==> config.mk <==
export PLATFORM = sky130hd
export DESIGN_NAME = spi_reg_slave
export DESIGN_NICKNAME = d
export VERILOG_FILES = /design/src/rtl/spi_pkg.sv /design/src/rtl/spi_reg_bank.sv /design/src/rtl/spi_reg_slave.sv
export SDC_FILE = /design/constraint.sdc
export NUM_CORES = 1
export LEC_CHECK = 0
export BUFFER_PORTS_ARGS = -buffer_cell sky130_fd_sc_hd__buf_2
export CORE_AREA = 2 2 143 145
export CTS_CLUSTER_SIZE = 28
export DETAILED_ROUTE_END_ITERATION = 16
export DIE_AREA = 0 0 145 147
export PLACE_DENSITY = 0.36
export SLEW_MARGIN = 20
export SYNTH_ARGS = -nofsm -noshare
export SYNTH_HDL_FRONTEND = slang
export SYNTH_SLANG_ARGS = --single-unit
==> constraint.sdc <==
create_clock -name clk -period 6.34 [get_ports clk]
set_input_delay 1.268 -clock clk [delete_from_list [all_inputs] [get_ports clk]]
set_output_delay 1.268 -clock clk [all_outputs]
set_load 0.05 [all_outputs]
==> src/rtl/spi_pkg.sv <==
// Shared definitions for the SPI register slave: frame layout, FSM states,
// and the write request passed from the frame decoder to the register bank.
package spi_pkg;

    localparam int   FRAME_BITS = 16;
    localparam int   ADDR_BITS  = 7;
    localparam logic RW_WRITE   = 1'b1;

    // Frame decoder states
    typedef enum logic [1:0] {
        IDLE = 2'd0,
        ADDR = 2'd1,
        DATA = 2'd2,
        DONE = 2'd3
    } spi_state_e;

    // Single-cycle write request into the register bank
    typedef struct packed {
        logic                 en;
        logic [ADDR_BITS-1:0] addr;
        logic [7:0]           data;
    } wr_req_t;

endpackage

==> src/rtl/spi_reg_bank.sv <==
// Register bank: one write port, flattened read-out of all registers, and an
// addressed read port that returns 0 for addresses beyond the bank.
module spi_reg_bank
    import spi_pkg::*;
#(
    parameter int NUM_REGS = 8,
    parameter int DATA_W   = 8
) (
    input  logic                         clk,
    input  logic                         rstb,
    input  logic                         ena,
    input  wr_req_t                      wr,
    input  logic [ADDR_BITS-1:0]         rd_addr,
    output logic [DATA_W-1:0]            rd_data,
    output logic [NUM_REGS*DATA_W-1:0]   regs
);

    logic [DATA_W-1:0] bank [NUM_REGS];

    // Storage: cleared on reset, one register written per committed request
    always_ff @(posedge clk) begin
        if (!rstb) begin
            for (int i = 0; i < NUM_REGS; i++) bank[i] <= '0;
        end else if (ena && wr.en) begin
            for (int i = 0; i < NUM_REGS; i++)
                if (wr.addr == ADDR_BITS'(i)) bank[i] <= wr.data;
        end
    end

    // Read mux: no match (out-of-range address) leaves the default 0
    always_comb begin
        rd_data = '0;
        for (int i = 0; i < NUM_REGS; i++)
            if (rd_addr == ADDR_BITS'(i)) rd_data = bank[i];
    end

    genvar g;
    generate
        for (g = 0; g < NUM_REGS; g++) begin : g_flat
            assign regs[g*DATA_W +: DATA_W] = bank[g];
        end
    endgenerate

endmodule

==> src/rtl/spi_reg_slave.sv <==
// SPI mode-0 register slave. 16-bit MSB-first frames: R/W, 7-bit address,
// 8-bit data. Inputs arrive already synchronized to clk; edges are found by
// one more register stage here.
module spi_reg_slave
    import spi_pkg::*;
#(
    parameter int NUM_REGS = 8,
    parameter int DATA_W   = 8
) (
    input  logic                       clk,
    input  logic                       rstb,
    input  logic                       ena,
    input  logic                       sclk_s,
    input  logic                       cs_n_s,
    input  logic                       mosi_s,
    output logic                       miso,
    output logic [NUM_REGS*DATA_W-1:0] regs,
    output logic                       wr_pulse,
    output logic [ADDR_BITS-1:0]       wr_addr
);

    logic                  sclk_q, cs_q;
    logic                  rise, fall, cs_start;
    spi_state_e            state, state_nx;
    logic [3:0]            bit_cnt, bit_cnt_nx;
    logic [FRAME_BITS-2:0] rx_shift, rx_shift_nx;
    logic [FRAME_BITS-1:0] rx_in;
    logic [7:0]            tx_shift, tx_shift_nx;
    logic [DATA_W-1:0]     rd_data;
    wr_req_t               wr;

    assign rise     = sclk_s & ~sclk_q;
    assign fall     = ~sclk_s & sclk_q;
    assign cs_start = ~cs_n_s & cs_q;

    // Shift register contents as they will be once the current mosi bit is
    // taken; on the 8th rise the low 7 bits are the address being read.
    assign rx_in = {rx_shift, mosi_s};

    spi_reg_bank #(
        .NUM_REGS (NUM_REGS),
        .DATA_W   (DATA_W)
    ) u_bank (
        .clk     (clk),
        .rstb    (rstb),
        .ena     (ena),
        .wr      (wr),
        .rd_addr (rx_in[ADDR_BITS-1:0]),
        .rd_data (rd_data),
        .regs    (regs)
    );

    // Next-state: frame sequencing, bit capture, read-data shifting, write commit
    always_comb begin
        state_nx    = state;
        bit_cnt_nx  = bit_cnt;
        rx_shift_nx = rx_shift;
        tx_shift_nx = tx_shift;
        wr          = '0;
        if (cs_n_s) begin
            // CS high wins over everything, including a same-cycle rise
            state_nx    = IDLE;
            bit_cnt_nx  = '0;
            tx_shift_nx = '0;
        end else begin
            case (state)
                IDLE: begin
                    bit_cnt_nx  = '0;
                    tx_shift_nx = '0;
                    if (cs_start) state_nx = ADDR;
                end
                ADDR: begin
                    if (rise) begin
                        rx_shift_nx = rx_in[FRAME_BITS-2:0];
                        bit_cnt_nx  = bit_cnt + 4'd1;
                        if (bit_cnt == 4'd7) begin
                            state_nx = DATA;
                            if (rx_in[7] != RW_WRITE) tx_shift_nx = rd_data;
                        end
                    end
                end
                DATA: begin
                    if (rise) begin
                        rx_shift_nx = rx_in[FRAME_BITS-2:0];
                        bit_cnt_nx  = bit_cnt + 4'd1;
                        if (bit_cnt == 4'd15) begin
                            state_nx = DONE;
                            if (rx_in[15] == RW_WRITE && int'(rx_in[14:8]) < NUM_REGS) begin
                                wr.en   = 1'b1;
                                wr.addr = rx_in[14:8];
                                wr.data = rx_in[7:0];
                            end
                        end
                    end else if (fall && bit_cnt != 4'd8) begin
                        // The fall right after the address byte is where the
                        // master expects the data MSB to appear, so it must
                        // not shift; later falls move to the next bit.
                        tx_shift_nx = {tx_shift[6:0], 1'b0};
                    end
                end
                DONE: ;
                default: state_nx = IDLE;
            endcase
        end
    end

    // State registers: reset first, then hold everything while ena is low
    always_ff @(posedge clk) begin
        if (!rstb) begin
            sclk_q   <= 1'b0;
            cs_q     <= 1'b1;
            state    <= IDLE;
            bit_cnt  <= '0;
            rx_shift <= '0;
            tx_shift <= '0;
            wr_pulse <= 1'b0;
            wr_addr  <= '0;
        end else if (ena) begin
            sclk_q   <= sclk_s;
            cs_q     <= cs_n_s;
            state    <= state_nx;
            bit_cnt  <= bit_cnt_nx;
            rx_shift <= rx_shift_nx;
            tx_shift <= tx_shift_nx;
            wr_pulse <= wr.en;
            if (wr.en) wr_addr <= wr.addr;
        end
    end

    assign miso = (state == DATA) ? tx_shift[7] : 1'b0;

endmodule

---- Word-level counts from Yosys, hierarchy flattened ----
Memory sizes are Yosys's and may differ from the RTL's.
Index checks and enable logic that the tools add are counted.
word-level totals
  bits in registers ....................... 39
  RAM bits ................................ 64
  word-level logic and storage cells ...... 139
  memories ................................ 1
operators by class
  add/sub/neg operators ................... 1
  $lt $le $gt $ge ......................... 1
  equal/unequal tests ..................... 28
  mux-type cells .......................... 72
  bitwise operators ....................... 14
  reductions and logical operators ........ 14
memory list
  name         depth  width  read ports  clocked after memory_dff  write ports  RTL line            RTL
  u_bank.bank  8      8      8           0                         8            spi_reg_bank.sv:18  logic [DATA_W-1:0] bank [NUM_REGS];
operators by type and width
  kind                                                         count
  2-to-1 mux 8 bit                                             22
  2-to-1 mux 16 bit                                            5
  == test 7 x 3 -> 1 bit (second input constant)               8
  2-to-1 mux 1 bit                                             34
  == test 7 x 2 -> 1 bit (second input constant)               4
  inequality test 3 bit (second input constant)                8
  one-hot mux 8 bit (3 select lines)                           1
  == test 7 x 1 -> 1 bit (second input constant)               2
  logical NOT 7 bit                                            2
  AND reduction 7 bit                                          2
  2-to-1 mux 2 bit                                             6
  2-to-1 mux 4 bit                                             2
  OR 1 bit                                                     8
  one-hot mux 4 bit (2 select lines)                           1
  less-than comparator 7 x 4 -> 1 bit (second input constant)  1
  one-hot mux 2 bit (3 select lines)                           1
  adder 4 x 1 -> 4 bit (second input constant)                 1
  == test 4 x 3 -> 1 bit (second input constant)               1
  == test 4 bit (second input constant)                        1
  inequality test 4 bit (second input constant)                1
  AND reduction 4 bit                                          1
  nonzero test 4 bit                                           1
  bitwise AND 1 bit                                            3
  logical AND 1 bit                                            3
  9 further kinds                                              11

---- Depth between registers and ports, before layout ----
Gate-level depths: netlist (run 1).
  depth after elaboration ................. 14
  depth in mapped cells ................... 8
  depth with buffers taken out ............ 7

---- Cells and area by module ----
From an unflattened synthesis (run 1), not the netlist that was laid out.
second synthesis, totals
  cell total of the unflattened synthesis .. 457
  area, all modules ....................... 4820.9 um2
modules (own cells, without submodules)
  module         instances  cells each  area an instance (um2)  seq. area each (um2)
  spi_reg_bank   1          249         2974.1                  1921.8
  spi_reg_slave  1          208         1846.8                  780.7

---- Least setup slack after synthesis (run 1) ----
OpenSTA, ideal clock, no wires.
  path type ............................... input port to flip-flop
  from .................................... in sclk_s
  to ...................................... mem u_bank.bank[6][0] (netlist: u_bank.bank[1][16]), enable pin
  setup time .............................. 0.384 ns
  data arrival time ....................... 2.738 ns
  data required time ...................... 5.956 ns
  slack ................................... 3.218 ns
  stages .................................. 4
  buffers on the path ..................... 0
  path through ............................ nand4b_1 > nor4_4 > nand2_1 > o21ai_0
RTL lines
  element      RTL line             RTL
  from (decl)  spi_reg_slave.sv:13  input logic sclk_s,
  to (decl)    spi_reg_bank.sv:18

==> results.json, run 1 <==
{
  "grt_overflow": 0,
  "setup_violations": 0,
  "fin_skew_ns": 0.00752,
  "io_pins": 79,
  "grt_pass1_wl_um": 21700,
  "postCtsResizedCells": 0,
  "cp_cell_sequence": "buf_2 > nand4b_1 > nor4_4 > nor2b_1 > nand2_1 > nand2_1",
  "nets": 513,
  "drt_iter0_markers": 277,
  "final_util_pct": 27.9,
  "p_leak_nw": 2.04,
  "worst_slew_pin_slew_ns": 0.953,
  "dp_slack_ns": 2.30,
  "tns_ns": 0,
  "status": "finished, final reports clean",
  "cts_buffers": 9,
  "hpwl_um": 10400,
  "drc_errors": 0,
  "h-tree-depth": 3,
  "ys.flop_type": "edfxtp_1",
  "fp.dieH_um": 147,
  "maxCapViolations": 0,
  "holdBufCountCts": 0,
  "wl_per_cell_um": 18.4,
  "synth-simple-area-share_pct": 18.0,
  "clk_latency_ns": 0.35,
  "grt_antenna_before_repair": 0,
  "synthMuxAreaShare_pct": 4.37,
  "synth-adder-area-share_pct": 1.35,
  "vias_per_cell": 4.50,
  "cts_buffer_depth": 2,
  "grt_max_degree": 50,
  "place_inst": 761,
  "ys_seq_area_share_pct": 58.2,
  "synth_edf_count": 64,
  "cts.sinks": 103,
  "synthDistinctLibCells": 49,
  "num_antenna_cells": 0,
  "gp_congestion": 0.746,
  "fp-row-count": 52,
  "die_area_sq_um": 21300,
  "setup_ws_ns": 2.98,
  "drv_slew": 0,
  "cts_tree": "done",
  "ir_worst_vdd_v": 0.000103,
  "crit_fanout": 9,
  "hold_ws_ns": 0.461,
  "area_growth_pct": 19.4,
  "min_period_ns": 3.36,
  "synth_fp_nets": 453,
  "layout.cells.non_filler": 777,
  "post_cts_buffers": 0,
  "synth_area_per_cell_sq_um": 10.5,
  "via_count": 3494,
  "finalCritPeriodShare_pct": 53.0,
  "fmax_mhz": 298,
  "syn-instance-count": 442,
  "async_flop_share_pct": 0,
  "min_path_type": "register to register",
  "path_common_cell": "nand2_1",
  "final_antenna_net_count": 0,
  "relSlewSlack_pct": 36.4,
  "synth_compound_area_share_pct": 13.7,
  "power_density_nw_per_um2": 269,
  "start_kind": "primary input",
  "synth_area_sq_um": 4640,
  "drive_gt1_share_pct": 19.7,
  "critPathKind": "primary input to register",
  "die_w_um": 145,
  "finalWirelength_um": 14300,
  "cp_data_arrival_time_ns": 3.38,
  "clk_pin_slew_ns": 0.07,
  "root_buffer": "clkbuf_16",
  "cpMaxStageDelayCell": "nor4_4",
  "synth-xor-area-share_pct": 0.377,
  "required_ns": 6.36,
  "synth_top_family_by_area": "simple AND/OR/NAND/NOR gates",
  "endpoint_kind": "register",
  "core_area_sq_um": 19800,
  "port_buffers": 78,
  "track_usage_pct": 13.6,
  "grt_pass1_vias": 3459,
  "rsz0062_at_grt": "no",
  "max_stage_delay_ns": 0.52,
  "start_util_pct": 23.4,
  "synth.ff_latch_count": 103,
  "ys_warn_count": 0,
  "finalHoldViolations": 0,
  "firstDrtPassIters": 4
}
==> logic make-up (layout without fill, tap and decap cells) <==
logic type	after synthesis	in the layout
multiplexers	19	19
adder cells (fa/ha/maj)	5	5
buffers and inverters	46	111
AO/OA/AOI/OAI	96	96
AND/OR/NAND/NOR	171	171
flip-flops	103	103
XOR/XNOR	2	2
==> flip-flops by register name (all words and copies together), names as in the netlist <==
| name | flops |
|---|---|
| wr_addr | 7 |
| wr_pulse | 1 |
| rx_shift | 15 |
| cs_q | 1 |
| tx_shift | 8 |
| state | 2 |
| bit_cnt | 4 |
| u_bank.bank | 64 |
| sclk_q | 1 |
==> cell type report <==
type	count	area (sq um)
clock inverter	6	61.3
clock buffer	10	229
fill	2130	14300
sequential	103	2700
timing repair buffer	80	405
tap	270	338
inverter	15	56.3
multi-input combinational	293	1750
==> stage by stage <==
stage / total power, W / cell area [sq um]
final: 0.00149 / 5550
after global routing: 0.00155 / 5550
after CTS: 0.00151 / 5550
after detailed placement: 0.000955 / 5260
after global placement: 0.000955 / 5260
after floorplan: 0.000902 / 4640
==> synth_stat cells (2+ instances only) <==
cell type / number / area [sq um]
nor2_1: 52 / 195
nand4_1: 2 / 12.5
o22ai_1: 7 / 43.8
o21ai_0: 30 / 150
edfxtp_1: 64 / 1920
nand2_1: 67 / 251
a21oi_1: 8 / 40.0
nand3_1: 5 / 25.0
nor2b_1: 10 / 62.6
nor3b_1: 8 / 60.1
a32o_1: 2 / 20.0
nand2b_1: 4 / 25.0
and2_1: 5 / 31.3
o21bai_1: 2 / 15.0
o211ai_1: 7 / 52.6
a31oi_1: 7 / 43.8
a22o_1: 8 / 70.1
ha_1: 5 / 62.6
mux2i_1: 18 / 180
dfxtp_1: 39 / 781
a21boi_0: 18 / 135
clkbuf_1: 19 / 71.3
buf_1: 2 / 7.51
inv_1: 15 / 56.3
buf_2: 9 / 45.0
and3_1: 6 / 37.5
==> path summary, 6_finish.rpt <==
path,startpoint,to,slack [ns],cells after the start
setup / recovery,sclk_s,u_bank.bank[0][2],2.98,6
hold / removal,tx_shift[0],tx_shift[0],0.46,2
setup reg to reg,state[0],u_bank.bank[0][2],3.39,7
hold reg to reg,tx_shift[0],tx_shift[0],0.46,2
==> worst max-delay path: cells and delay by family <==
| family | cells | cell delay, ns |
|---|---|---|
| buf+inv | 1 | 0.11 |
| simple gates | 5 | 2.00 |
==> layer usage <==
layer | track usage [%] | wire (um) | vias to the layer above
met1 | 18.8 | 6900 | 1718
met4 | 4.80 | 225 | 0
met2 | 21.7 | 6620 | 75
met5 | 0 | 0 | -
li1 | - | - | 1687
met3 | 2.36 | 540 | 14
==> cell usage in the layout, fill, tap and decap left out, types with 2 or more instances in the layout <==
| master | netlist | final |
|---|---|---|
| o21ai_0 | 30 | 28 |
| inv_1 | 15 | 15 |
| and2_1 | 5 | 5 |
| nand4_1 | 2 | 2 |
| nand3_1 | 5 | 5 |
| a32o_1 | 2 | 2 |
| a21oi_1 | 8 | 8 |
| dfxtp_1 | 39 | 39 |
| a21boi_0 | 18 | 18 |
| o211ai_1 | 7 | 7 |
| nor2b_1 | 10 | 10 |
| a31oi_1 | 7 | 7 |
| o21bai_1 | 2 | 2 |
| nand2_1 | 67 | 67 |
| a22o_1 | 8 | 8 |
| mux2i_1 | 18 | 18 |
| buf_2 | 9 | 78 |
| buf_4 | 1 | 2 |
| clkbuf_16 | 0 | 9 |
| ha_1 | 5 | 5 |
| nor2_1 | 52 | 52 |
| o21ai_1 | 0 | 2 |
| nand2b_1 | 4 | 4 |
| o22ai_1 | 7 | 7 |
| nor3b_1 | 8 | 8 |
| edfxtp_1 | 64 | 64 |
| and3_1 | 6 | 6 |
| clkinv_4 | 0 | 2 |
==> power breakdown <==
group	switching [W]	internal, W	total (W)
clock network	0.000251	0.000305	0.000556
logic	0.000135	0.0000423	0.000178
registers	0.0000206	0.000739	0.000760
No activity file was read; power rests on OpenSTA's default activity.
==> run 2, diff against run 1 <==
- PLACE_DENSITY: 0.36 -> 0.37
- clock period: 6.34 -> 3 ns (I/O delays scaled with it)
==> run 2 against run 1 <==
Setup slack got worse by 2.4 ns. Largest power group unchanged. Sequential share of layout area fell by 0.65 points. Combinational power grew 110%. Critical endpoint is now u_bank.bank[0][9]. Final cell count grew 1.3%. Wire length decreased by 0.48%.
==> results.json, run 2 (synthesis results as in run 1) <==
{
  "grt_pass1_vias": 3390,
  "min_period_ns": 2.42,
  "reg_top3": "u_bank.bank x64, rx_shift x15, tx_shift x8",
  "start_kind": "register",
  "cts_buffers": 9,
  "root_buffer": "clkbuf_16",
  "drt_iter0_markers": 230,
  "via_count": 3548,
  "fp.dieH_um": 147,
  "port_buffers": 78,
  "grt_antenna_before_repair": 0,
  "io_pins": 79,
  "fin_skew_ns": 0.00826,
  "setup_ws_ns": 0.582,
  "min_from": "tx_shift[0]",
  "largest_reg_flops": 64,
  "drc_errors": 0,
  "drive_gt1_share_pct": 21.7,
  "grt_overflow": 0,
  "gp_congestion": 0.755,
  "holdBufCountCts": 0,
  "die_w_um": 145,
  "cts.sinks": 103,
  "postCtsResizedCells": 0,
  "endpoint_kind": "register",
  "p_leak_nw": 2.09,
  "fmax_mhz": 414,
  "reg2reg_slack_ns": 0.58,
  "final_common_cell": "buf_2",
  "num_antenna_cells": 0,
  "required_ns": 3.02,
  "drv_slew": 0,
  "r2r_start": "bit_cnt[0]",
  "status": "finished, final reports clean",
  "power_density_nw_per_um2": 562,
  "tns_ns": 0,
  "vias_per_cell": 4.51,
  "clk_latency_ns": 0.36,
  "final_antenna_net_count": 0,
  "ir_worst_vdd_v": 0.000243,
  "die_area_sq_um": 21300,
  "worst_slew_pin_slew_ns": 0.916,
  "mostFrequentLayoutCells": "buf_2 (78), nand2_1 (67), edfxtp_1 (64), nor2_1 (52), dfxtp_1 (39)",
  "setup_violations": 0,
  "core_area_sq_um": 19800,
  "track_usage_pct": 13.6,
  "grt_max_degree": 49,
  "hpwl_um": 10600,
  "top_register": "u_bank.bank",
  "hold_ws_ns": 0.469,
  "rsz0062_at_grt": "no",
  "post_cts_buffers": 0,
  "finalCritPeriodShare_pct": 80.6,
  "grt_pass1_wl_um": 21500,
  "min_path_type": "register to register",
  "min_delay_path_depth": 2,
  "cts_buffer_depth": 2,
  "start_util_pct": 23.4,
  "crit_fanout": 9,
  "h-tree-depth": 3,
  "maxCapViolations": 0,
  "critPathKind": "register to register",
  "worstHoldEndpoint": "tx_shift[0]",
  "cts_tree": "done",
  "clk_pin_slew_ns": 0.08,
  "firstDrtPassIters": 4,
  "dp_slack_ns": 0.389,
  "reg2reg_depth": 7,
  "nets": 523,
  "wl_per_cell_um": 18.1,
  "finalWirelength_um": 14200,
  "fp-row-count": 52,
  "relSlewSlack_pct": 38.9,
  "finalHoldViolations": 0,
  "cp_data_arrival_time_ns": 2.44,
  "area_growth_pct": 21.0,
  "r2r-end": "u_bank.bank[0][9]"
}
## run 2: how the worst max path moves through the flow
| stage | slack (ns) | cells after the start | end | from |
|---|---|---|---|---|
| 5_1_grt | 0.32 | 7 | u_bank.bank[0][12] | bit_cnt[0] |
| 6_report | 0.58 | 7 | u_bank.bank[0][9] | bit_cnt[0] |
| 3_5_place_dp | 0.39 | 7 | u_bank.bank[0][10] | sclk_s |
| 3_3_place_gp | 0.46 | 7 | u_bank.bank[0][9] | sclk_s |
| 2_1_floorplan | 0.55 | 4 | u_bank.bank[1][16] | sclk_s |
| 4_1_cts | 0.53 | 8 | u_bank.bank[0][12] | state[0] |
## run 2: final cells by class
type / instances / area [sq um]
Timing Repair Buffer: 90 / 480
Clock inverter: 7 / 65.1
Fill cell: 2115 / 14200
Multi-Input combinational cell: 293 / 1750
Clock buffer: 9 / 225
Sequential cell: 103 / 2700
Tap cell: 270 / 338
Inverter: 15 / 56.3
## run 2: power breakdown
part / switching [W] / internal [W]
Combinational: 0.000283 / 0.0000922
Sequential: 0.0000460 / 0.00156
Clock: 0.000594 / 0.000583
## run 2: worst max-delay path, stage by stage, from the launching register on
cell      delay (ns)
dfxtp_1         0.39
ha_1            0.19
nand4b_1        0.23
nor4_4          0.36
nor2b_1         0.18
buf_4           0.18
nand3_2         0.18
nand2_1         0.37
## run 2: per-layer routing
metal	global-route usage [%]	vias up	share of wire (%)
li1	-	1713	-
met1	17.9	1764	45
met2	22.8	58	50
met3	2.42	13	3.0
met4	4.16	0	1.3
met5	0	-	0
## run 2: per-stage QoR
stage	utilization, %	power [W]	instances	area, sq um
finish	28.3	0.00316	787	5620
detailed placement	26.9	0.00202	771	5330
global placement	26.9	0.00202	771	5330
global route	28.3	0.00329	787	5620
CTS	28.3	0.00319	787	5620
floorplan	-	0.00191	442	4640
==> run 3, diff against run 2 <==
- ABC_AREA: unset -> 1
- CORE_AREA: 2 2 143 145 -> 2 2 144 146
- DIE_AREA: 0 0 145 147 -> 0 0 146 148
- PLACE_DENSITY: 0.37 -> 0.38
- clock period: 3 -> 2 ns (I/O delays scaled with it)
==> run 3 against run 2 <==
The flow now finishes with violations (setup timing). Die area grew 1.4%. Non-clock buffer count grew 45. Highest routed layer unchanged. Maximum frequency grew 19%. Final cell count rose by 17%. Hold slack worse by 0.061 ns. Final area increased by 16%. Count of clock-buffer cells in the layout unchanged. Global-route usage up 0.45 points. Wire length up 8.1%. Synthesized cell count rose by 17%. Power is 53% higher.
==> results.json, run 3 <==
{
  "die_area_sq_um": 21600,
  "cts.sinks": 103,
  "firstDrtPassIters": 4,
  "final_antenna_net_count": 0,
  "start_kind": "register",
  "multiInputGateArea_sq_um": 2040,
  "die_w_um": 146,
  "power_density_nw_per_um2": 739,
  "grt_overflow": 0,
  "track_usage_pct": 14.0,
  "h-tree-depth": 3,
  "final_util_pct": 32.6,
  "yosysTopAreaCellShare_pct": 40.6,
  "top_register": "u_bank.bank",
  "root_buffer": "clkbuf_16",
  "critPathKind": "register to register",
  "ys_warn_count": 0,
  "final_common_cell": "buf_2",
  "p_leak_nw": 2.67,
  "synth_fp_nets": 527,
  "synth_edf_count": 64,
  "setup_ws_ns": -0.0329,
  "cp_data_arrival_time_ns": 2.06,
  "failed_checks": "setup timing",
  "drc_errors": 0,
  "synth.ff_latch_count": 103,
  "min_period_ns": 2.03,
  "fin_skew_ns": 0.0118,
  "drive_gt1_share_pct": 35.9,
  "cts_buffer_depth": 2,
  "finalCritPeriodShare_pct": 102,
  "port_buffers": 78,
  "fp.dieH_um": 148,
  "reg_top3": "u_bank.bank x64, rx_shift x15, tx_shift x8",
  "synthDistinctLibCells": 35,
  "required_ns": 2.03,
  "grt_max_degree": 33,
  "hpwl_um": 11400,
  "holdBufCountCts": 0,
  "dp_slack_ns": -0.131,
  "maxCapViolations": 0,
  "status": "finished, violations left",
  "finalHoldViolations": 0,
  "min_delay_path_depth": 4,
  "grt_pass1_vias": 3925,
  "n_fill_cell": 2178,
  "cts_tree": "done",
  "ir_worst_vdd_v": 0.000378,
  "grt_pass1_wl_um": 22800,
  "synth_top_area_cell": "edfxtp_1",
  "clk_latency_ns": 0.36,
  "finalWirelength_um": 15400,
  "io_pins": 79,
  "vias_per_cell": 4.36,
  "rsz0062_at_grt": "yes",
  "endpoint_kind": "register",
  "reg2reg_depth": 11,
  "worst_slew_pin_slew_ns": 0.616,
  "min_path_type": "primary input to register",
  "drv_slew": 0,
  "via_count": 4032,
  "setup_violations": 49,
  "synth_area_per_cell_sq_um": 9.18,
  "clk_pin_slew_ns": 0.07,
  "core_area_sq_um": 20000,
  "gp_congestion": 0.786,
  "async_flop_share_pct": 0,
  "register_area_sq_um": 2710,
  "nets": 660,
  "ys.flop_type": "edfxtp_1",
  "fmax_mhz": 492,
  "crit_fanout": 8,
  "syn-instance-count": 516,
  "grt_antenna_before_repair": 0,
  "area_growth_pct": 38.0,
  "wl_per_cell_um": 16.6,
  "num_antenna_cells": 0,
  "synth_area_sq_um": 4730,
  "synthTopCellsByArea": "edfxtp_1 (41%), dfxtp_1 (16%), nand2_1 (6.8%)",
  "start_util_pct": 23.6,
  "cts_buffers": 9,
  "mostFrequentLayoutCells": "buf_2 (78), nand2_1 (76), edfxtp_1 (64), nor2_1 (63), inv_1 (49)",
  "relSlewSlack_pct": 59.0,
  "fp-row-count": 52,
  "synth_common_cells": "nand2_1 (86), nor2_1 (82), edfxtp_1 (64)",
  "yosysMostFrequentCell": "nand2_1",
  "ys_seq_area_share_pct": 57.1,
  "drt_iter0_markers": 198,
  "largest_reg_flops": 64
}
run 3: changes by cell type after synthesis, moves of 10 or more:
cell	delta
nor2_1	+30
inv_1	+44
nor2b_1	-10
a21oi_1	+29
nand3_1	+41
a21boi_0	-18
clkbuf_1	-13
mux2i_1	-18
nand2_1	+19
run 3: final timing paths:
check | start | slack [ns] | end
setup / recovery | state[0] | -0.03 | u_bank.bank[1][31]
hold / removal | sclk_s | 0.41 | sclk_q
setup reg to reg | state[0] | -0.03 | u_bank.bank[1][31]
hold reg to reg | wr_addr[6] | 0.46 | wr_addr[6]
run 3: layout make-up:
type / count / share of cell area [%]
flip-flops and latches: 103 / 41.4
multi-input cells: 336 / 31.2
repair buffers: 135 / 14.1
well taps: 270 / 5.17
inverters: 64 / 3.87
clock buffers: 9 / 3.45
clock inverters: 7 / 0.862
run 3: cells by family after synthesis:
group / count (synthesis) / synth area share (%)
adders and majority gates: 5 / 1.32
buffers and inverters: 77 / 6.61
DFF: 103 / 57.1
AOI/OAI and AO/OA: 77 / 8.56
and+or+nand+nor: 254 / 26.4
run 3: report_power, final:
| group | switching, W | leakage [nW] | total, W | internal, W |
|---|---|---|---|---|
| Clock | 0.000838 | 0.142 | 0.00170 | 0.000860 |
| Sequential | 0.0000597 | 0.937 | 0.00239 | 0.00233 |
| Combinational | 0.000551 | 1.59 | 0.000744 | 0.000193 |
| Total | 0.00145 | 2.67 | 0.00483 | 0.00338 |
run 3: per-stage QoR:
stage | area, sq um | setup TNS (ns) | power (W) | hold slack [ns] | instances
detailed placement | 5820 | -10.14 | 0.00314 | 0.444 | 893
global route | 6540 | -16.05 | 0.00503 | 0.417 | 924
CTS | 6230 | -1.34 | 0.00487 | 0.393 | 913
global placement | 5820 | -6.01 | 0.00314 | 0.441 | 893
finish | 6540 | -0.820 | 0.00483 | 0.408 | 924
floorplan | 4810 | -3.26 | 0.00290 | 0.438 | 516
run 3: routing by layer:
layer / global-route usage [%] / up-vias / share of wire [%]
met5: 0 / - / 0
met4: 4.51 / 0 / 1.1
met3: 2.99 / 11 / 4.0
met2: 22.2 / 79 / 47
met1: 19.2 / 1945 / 47
li1: - / 1997 / -
run 3: repair_timing:
item | CTS | global route
cloned | 0 | 1
gates resized for setup | 24 | 60
setup endpoints to repair | 119 | 134
setup buffers | 4 | 10
pin swaps | 7 | 7
hold endpoints to repair | 0 | 0
run 3: worst max-delay path, stage by stage (launching register included):
cell and delay, ns:
dfxtp_2 0.33, inv_2 0.07, ha_4 0.14, inv_2 0.04, nor2_4 0.10, nand3_2 0.09, nor4_4 0.14, nand2_2 0.15
inv_2 0.11, nand3_2 0.09, buf_6 0.15, o21ai_4 0.29
